**src/rtl/serial_adder_pkg.sv**
```systemverilog
// Shared types and constants for the bit-serial adder.
package serial_adder_pkg;

  localparam int DEFAULT_WIDTH = 8;

  typedef enum logic [1:0] {
    IDLE = 2'd0,
    RUN  = 2'd1,
    DONE = 2'd2
  } state_e;

endpackage

```
**src/rtl/serial_adder_full_adder_cell.sv**
```systemverilog
// One-bit full adder built from two half-adder stages and an OR; purely combinational.
module full_adder_cell (
  input  logic x,
  input  logic y,
  input  logic ci,
  output logic s,
  output logic co
);

  logic p1;
  logic g1;
  logic g2;

  // First half adder on the operand bits, second on the partial sum and carry-in.
  assign p1 = x ^ y;
  assign g1 = x & y;
  assign s  = p1 ^ ci;
  assign g2 = p1 & ci;
  assign co = g1 | g2;

endmodule

```
**src/rtl/serial_adder.sv**
```systemverilog
// Bit-serial adder: one full-adder cell plus a carry register, LSB first,
// one bit per clock, with a one-cycle done pulse when {cout, sum} is updated.
module serial_adder
  import serial_adder_pkg::*;
#(
  parameter int WIDTH = DEFAULT_WIDTH
) (
  input  logic             clk,
  input  logic             rst_n,
  input  logic             start,
  input  logic [WIDTH-1:0] a,
  input  logic [WIDTH-1:0] b,
  input  logic             cin,
  output logic             ready,
  output logic             busy,
  output logic [WIDTH-1:0] sum,
  output logic             cout,
  output logic             done
);

  localparam int CW = (WIDTH > 1) ? $clog2(WIDTH) : 1;
  localparam logic [CW-1:0] LAST_BIT = CW'(WIDTH - 1);

  state_e           state_q, state_d;
  logic [WIDTH-1:0] a_sr_q, a_sr_d;
  logic [WIDTH-1:0] b_sr_q, b_sr_d;
  logic [WIDTH-1:0] psum_q, psum_d;
  logic [WIDTH-1:0] sum_q, sum_d;
  logic [CW-1:0]    cnt_q, cnt_d;
  logic             carry_q, carry_d;
  logic             cout_q, cout_d;

  logic             cell_s;
  logic             cell_co;
  logic [WIDTH-1:0] psum_shifted;

  full_adder_cell u_cell (
    .x  (a_sr_q[0]),
    .y  (b_sr_q[0]),
    .ci (carry_q),
    .s  (cell_s),
    .co (cell_co)
  );

  // Partial sum with this edge's bit inserted at the top; valid for WIDTH=1 too.
  always_comb begin
    psum_shifted            = psum_q >> 1;
    psum_shifted[WIDTH-1]   = cell_s;
  end

  always_comb begin
    // NOTE: every _d starts as its _q so no path through the case leaves a
    // variable unassigned, which would otherwise infer a latch.
    state_d = state_q;
    a_sr_d  = a_sr_q;
    b_sr_d  = b_sr_q;
    psum_d  = psum_q;
    sum_d   = sum_q;
    cnt_d   = cnt_q;
    carry_d = carry_q;
    cout_d  = cout_q;

    unique case (state_q)
      IDLE, DONE: begin
        if (start) begin
          a_sr_d  = a;
          b_sr_d  = b;
          carry_d = cin;
          cnt_d   = '0;
          psum_d  = '0;
          state_d = RUN;
        end else begin
          state_d = IDLE;
        end
      end
      RUN: begin
        a_sr_d  = a_sr_q >> 1;
        b_sr_d  = b_sr_q >> 1;
        psum_d  = psum_shifted;
        carry_d = cell_co;
        cnt_d   = cnt_q + CW'(1);
        if (cnt_q == LAST_BIT) begin
          sum_d   = psum_shifted;
          cout_d  = cell_co;
          state_d = DONE;
        end
      end
      default: state_d = IDLE;
    endcase
  end

  // NOTE: sequential state uses non-blocking assignments so every flop
  // samples its _d from before the edge, independent of statement order.
  always_ff @(posedge clk or negedge rst_n) begin
    if (!rst_n) begin
      state_q <= IDLE;
      a_sr_q  <= '0;
      b_sr_q  <= '0;
      psum_q  <= '0;
      sum_q   <= '0;
      cnt_q   <= '0;
      carry_q <= 1'b0;
      cout_q  <= 1'b0;
    end else begin
      state_q <= state_d;
      a_sr_q  <= a_sr_d;
      b_sr_q  <= b_sr_d;
      psum_q  <= psum_d;
      sum_q   <= sum_d;
      cnt_q   <= cnt_d;
      carry_q <= carry_d;
      cout_q  <= cout_d;
    end
  end

  assign ready = (state_q == IDLE) || (state_q == DONE);
  assign busy  = (state_q == RUN);
  assign done  = (state_q == DONE);
  assign sum   = sum_q;
  assign cout  = cout_q;

endmodule

```
**config.mk**
```make
export PLATFORM = sky130hd
export DESIGN_NAME = serial_adder
export DESIGN_NICKNAME = d
export VERILOG_FILES = /design/src/rtl/serial_adder_pkg.sv /design/src/rtl/serial_adder_full_adder_cell.sv /design/src/rtl/serial_adder.sv
export SDC_FILE = /design/constraint.sdc
export NUM_CORES = 1
export LEC_CHECK = 0
export ABC_AREA = 1
export BUFFER_PORTS_ARGS = -buffer_cell sky130_fd_sc_hd__buf_2
export CAP_MARGIN = 20
export CORE_ASPECT_RATIO = 0.5
export CORE_MARGIN = 5
export CORE_UTILIZATION = 40
export DETAILED_ROUTE_END_ITERATION = 10
export PLACE_DENSITY = 0.72
export SLEW_MARGIN = 10
export SYNTH_ARGS = -nofsm -noshare
export SYNTH_HDL_FRONTEND = slang
export SYNTH_SLANG_ARGS = --single-unit
```
**constraint.sdc**
```tcl
create_clock -name clk -period 1.25 [get_ports clk]
set_clock_uncertainty 0.05 [all_clocks]
set_input_delay 0.25 -clock clk [delete_from_list [all_inputs] [get_ports clk]]
set_output_delay 0.25 -clock clk [all_outputs]
set_load 0.005 [all_outputs]
```
---- Word-level counts from Yosys, hierarchy flattened ----
Index checks and enable logic that the tools add are counted.
operators by class
  equality and inequality tests ........... 5
  add/subtract/negate cells ............... 1
  muxes and demuxes ....................... 13
  reductions and logical operators ........ 6
  bitwise operators ....................... 5
operator list
  cell                                                 number
  case mux 8 bit (2 select lines)                      3
  two-way mux 8 bit                                    3
  case mux 3 bit (2 select lines)                      1
  case mux 2 bit (2 select lines)                      1
  AND reduction 2 bit                                  2
  adder 3 x 1 -> 3 bit, second input constant          1
  equality test 3 bit, second input constant           1
  two-way mux 3 bit                                    1
  bitwise AND 1 bit                                    2
  equality test 2 x 1 -> 1 bit, second input constant  1
  equality test 2 bit, second input constant           1
  zero test 2 bit                                      1
  two-way mux 1 bit                                    2
  two-way mux 2 bit                                    1
  != test 2 x 1 -> 1 bit, second input constant        1
  != test 2 bit, second input constant                 1
  case mux 1 bit (2 select lines)                      1
  nonzero test 2 bit                                   1
  OR reduction 2 bit                                   1
  bitwise XOR 1 bit                                    2
  logical OR 1 bit                                     1
  bitwise OR 1 bit                                     1
storage, ports and cells
  input bits .............................. 20
  output and inout bits ................... 12
  word-level logic and storage cells ...... 38
  register bits after elaboration ......... 39

---- Depth between registers and ports, before layout ----
  depth after elaboration ................. 4
  depth in mapped cells ................... 8

---- Hierarchy ----
Synthesis repeated with hierarchy kept, for this count alone.
unflattened totals
  cell total of the unflattened synthesis .. 219
  area total of the unflattened synthesis .. 1831.8 µm²
modules (own cells, without submodules)
  module           cells each  area each (µm²)  times used
  serial_adder     218         1811.7           1
  full_adder_cell  1           20.0             1

---- Worst setup path after synthesis ----
Ideal clock, no wire load.
  path kind ............................... register to register
  start ................................... register cnt_q[0]
  end ..................................... register cout_q, in the netlist cout
  library setup time ...................... 74 ps
  setup slack ............................. -19 ps
  stages on the path, launching flop included .. 7
  clock period less this slack ............ 1269 ps
  required time ........................... 1126 ps
  data arrival time ....................... 1145 ps
  cells stage by stage .................... dfrtp_1 ha_1 ha_1 nand2_4 buf_6 nand2_1 o21ai_2
on the way
  cells in the longest elaborated chain, start to end .. 2
ends and longest elaborated chain
  element                               line                 RTL
  start, declared                       serial_adder.sv:29   logic [CW-1:0] cnt_q, cnt_d;
  start signal, assigned                serial_adder.sv:110  cnt_q <= cnt_d;
  equality test 3 bit                   serial_adder.sv:82   if (cnt_q == LAST_BIT) begin
  AND reduction 2 bit (no source line)  n/a
  end signal, assigned                  serial_adder.sv:112  cout_q <= cout_d;
  end, declared                         serial_adder.sv:31   logic cout_q, cout_d;
No other way between the ends.
A chain may end at the register's enable or synchronous reset.

---- Final worst setup path ----
  start ................................... register state_q[0]
  end ..................................... output done
on the way
  cells in the longest elaborated chain, start to end .. 1
ends and longest elaborated chain
  element                 line                 RTL
  start, declared         serial_adder.sv:24   state_e state_q, state_d;
  start signal, assigned  serial_adder.sv:105  state_q <= state_d;
  equality test 2 bit     serial_adder.sv:118  assign done = (state_q == DONE);
  end, declared           serial_adder.sv:18   output logic done
No other way between the ends.

==> results_dict.tcl <==
set metrics [dict create \
    die_y_um 57.9 \
    clk_pin_slew_ns 0.08 \
    final_cell_mix "69 x nand2_1, 38 x inv_1, 37 x dfrtp_1" \
    io_buffer_count 31 \
    clock-root-buffer "clkbuf_8" \
    p_leak_nw 1.41 \
    whs_ns 0.123 \
    timing.fmax_ghz 0.734 \
    slowest_delay_ns 0.46 \
    grt_pass1_wl_mm 6.82 \
    setup_viol 20 \
    worstPathRequired_ns 0.95 \
    critPathCaptureType "primary output" \
    synth_area_sq_um 1840 \
    regToRegSetupSlack_ns -0.06 \
    insertion_delay_ns 0.30 \
    core_sq_um 4420 \
    clock_sinks 38 \
    cap_violations 0 \
    grt_pass1_vias 1512 \
    status "finished, violations left" \
    min_path_type "input port to flip-flop" \
    crit_family "flip-flops" \
    overflow 0 \
    fin_crit_ns 1.36 \
    num_rows 17 \
    io_pins 32 \
    antenna_found_initial 0 \
    reg2reg_depth 6 \
    floorplan.die_area_sq_um 6130 \
    ant_nets 0 \
    post-place-ws_ns -0.0106 \
    place_congestion 0.736 \
    critical_path_depth 3 \
    drc 0 \
    relSlewSlack_pct 86.1 \
    vias 1575 \
    worstPathArrival_ns 1.06 \
    grt_max_degree 39 \
    final_core_util_pct 57.9 \
    rsz0062_at_grt "true" \
    yosys_warnings 0 \
    cts_tree "done" \
    routed_wl_mm 4.39 \
    timing.final.ws_setup_ns -0.112 \
    drive_above_1_share_pct 34.2 \
    n_antenna_cell 0 \
    wl_per_cell_um 13.0 \
    cts_buffer_depth 2 \
    stdcell_area_sq_um 2560 \
    startpoint_type "flip-flop" \
    reg2reg_to "a_sr_q[1]$_DFFE_PN0P_" \
    r2r-start "state_q[0]$_DFFE_PN0P_" \
    ys_seq_elements 38 \
    area_growth_pct 39.6 \
    finalCritPeriodShare_pct 109 \
    synth_cell_types 20 \
    layout_commonest_cell "nand2_1" \
    die_w_um 106 \
    critPathBufInv 2 \
    peakVddDrop_v 0.000873 \
    finalHoldViolCount 0 \
    startpoint "state_q[0]$_DFFE_PN0P_" \
    slowest_stage "dfrtp_2" \
    drt_first_pass_iters 4 \
    drtIter0Drc 129 \
    synth-seq-area-share_pct 51.8 \
    synthCells 219 \
    power_density_nw_per_um2 2760 \
    avgSynthCellArea_sq_um 8.39 \
    cp-endpoint "done" \
    fin_nets 303 \
    slew_viol_final 0 \
    post-dp-hpwl_mm 2.56 \
    violations "setup timing" \
    syn_nets 242 \
    initial_core_util_pct 41.5 \
    criticalPathCategory "flip-flop to primary output" \
    worstPathMaxFanout 4 \
    cts_max_level 2 \
    fin_tns_setup_ns -0.610 \
    grt_usage_pct 13.9 \
    dpl-instance-area_sq_um 2130 \
    crit_chain "buf_6 -> nor2_2 -> buf_2" \
    via_per_inst 4.66 \
    cts_buffers 5 \
    worst_pin_slew_ns 0.209 \
]
==> worst min-delay path by stage <==
| stage | depth (start not counted) | endpoint | slack (ns) | startpoint |
|---|---|---|---|---|
| detailed placement | 2 | a_sr_q[3]$_DFFE_PN0P_ | 0.18 | rst_n |
| CTS | 3 | a_sr_q[7]$_DFFE_PN0P_ | 0.12 | a[7] |
| finish | 3 | b_sr_q[7]$_DFFE_PN0P_ | 0.12 | b[7] |
| global placement | 2 | a_sr_q[3]$_DFFE_PN0P_ | 0.18 | rst_n |
| floorplan | 0 | a_sr_q[0]$_DFFE_PN0P_ | -0.1 | rst_n |
| global route | 3 | b_sr_q[7]$_DFFE_PN0P_ | 0.13 | b[7] |
==> cells in the mapped netlist <==
master	n	area, sq um
nor2_4	1	11.3
nand2_4	3	33.8
fa_1	1	20.0
a21oi_1	1	5.00
dfrtp_1	38	951
inv_4	1	6.26
inv_1	39	146
o21ai_2	8	70.1
buf_2	3	15.0
o21ai_0	6	30.0
inv_6	1	8.76
nand2_1	71	267
buf_4	2	15.0
ha_1	2	25.0
nand3_1	30	150
nand2_2	1	6.26
nor2_1	2	7.51
o21ai_1	4	20.0
inv_2	1	3.75
buf_6	4	45.0
==> layer usage <==
layer  track usage (%)  up-vias  share of wire (%)
met4              5.35        0                1.6
met3              4.12       10                4.8
met5                 0        -                  0
li1                  -      792                  -
met1              16.4      738                 44
met2              24.4       35                 50
==> repair_timing <==
| action | 4_1_cts | 5_1_grt |
|---|---|---|
| gates resized for setup | 7 | 24 |
| pin swaps | 2 | 2 |
| gates cloned | 0 | 5 |
| hold buffers | 1 | 0 |
| hold endpoints to repair | 38 | 0 |
| endpoints found under the setup margin | 12 | 36 |
| setup buffers | 5 | 7 |
==> metrics by stage <==
step	power, mW	std cells
3_5_place_dp	4.86	312
3_3_place_gp	4.77	312
4_1_cts	6.29	326
2_1_floorplan	4.06	219
6_report	7.07	338
5_1_grt	7.62	338
==> registers in the layout (all words and copies together) (netlist names) <==
name and cells:
a_sr_q 8, b_sr_q 8, carry_q 1, cnt_q 3, cout 1, psum_q 7
state_q 2, sum 8
==> report_power, final <==
part / internal, mW / total, mW / leakage (nW) / switching, mW
Combinational: 1.70 / 3.63 / 0.869 / 1.93
Clock: 0.800 / 1.28 / 0.0683 / 0.476
Sequential: 1.82 / 2.16 / 0.472 / 0.346
Total: 4.32 / 7.07 / 1.41 / 2.75
==> tightest hold or removal path, stage by stage <==
cell,delay (ns)
buf_2,0.07
nand2_1,0.06
o21ai_2,0.05
==> cell families after synthesis <==
kind of cell,count (synthesis),synth area share (%)
compound gates,19,6.81
flops,38,51.8
fa+ha+maj,3,2.45
simple gates,108,25.9
buf+inv,51,13.1
==> final cells by class <==
type / instances / area [sq um]
multi-input combinational: 131 / 728
tap: 57 / 71.3
sequential: 38 / 952
timing repair buffer: 60 / 484
clock buffer: 5 / 68.8
inverter: 42 / 173
fill: 375 / 1860
clock inverter: 3 / 68.8
timing repair inverter: 2 / 17.5
No activity file was read; power rests on OpenSTA's default activity.
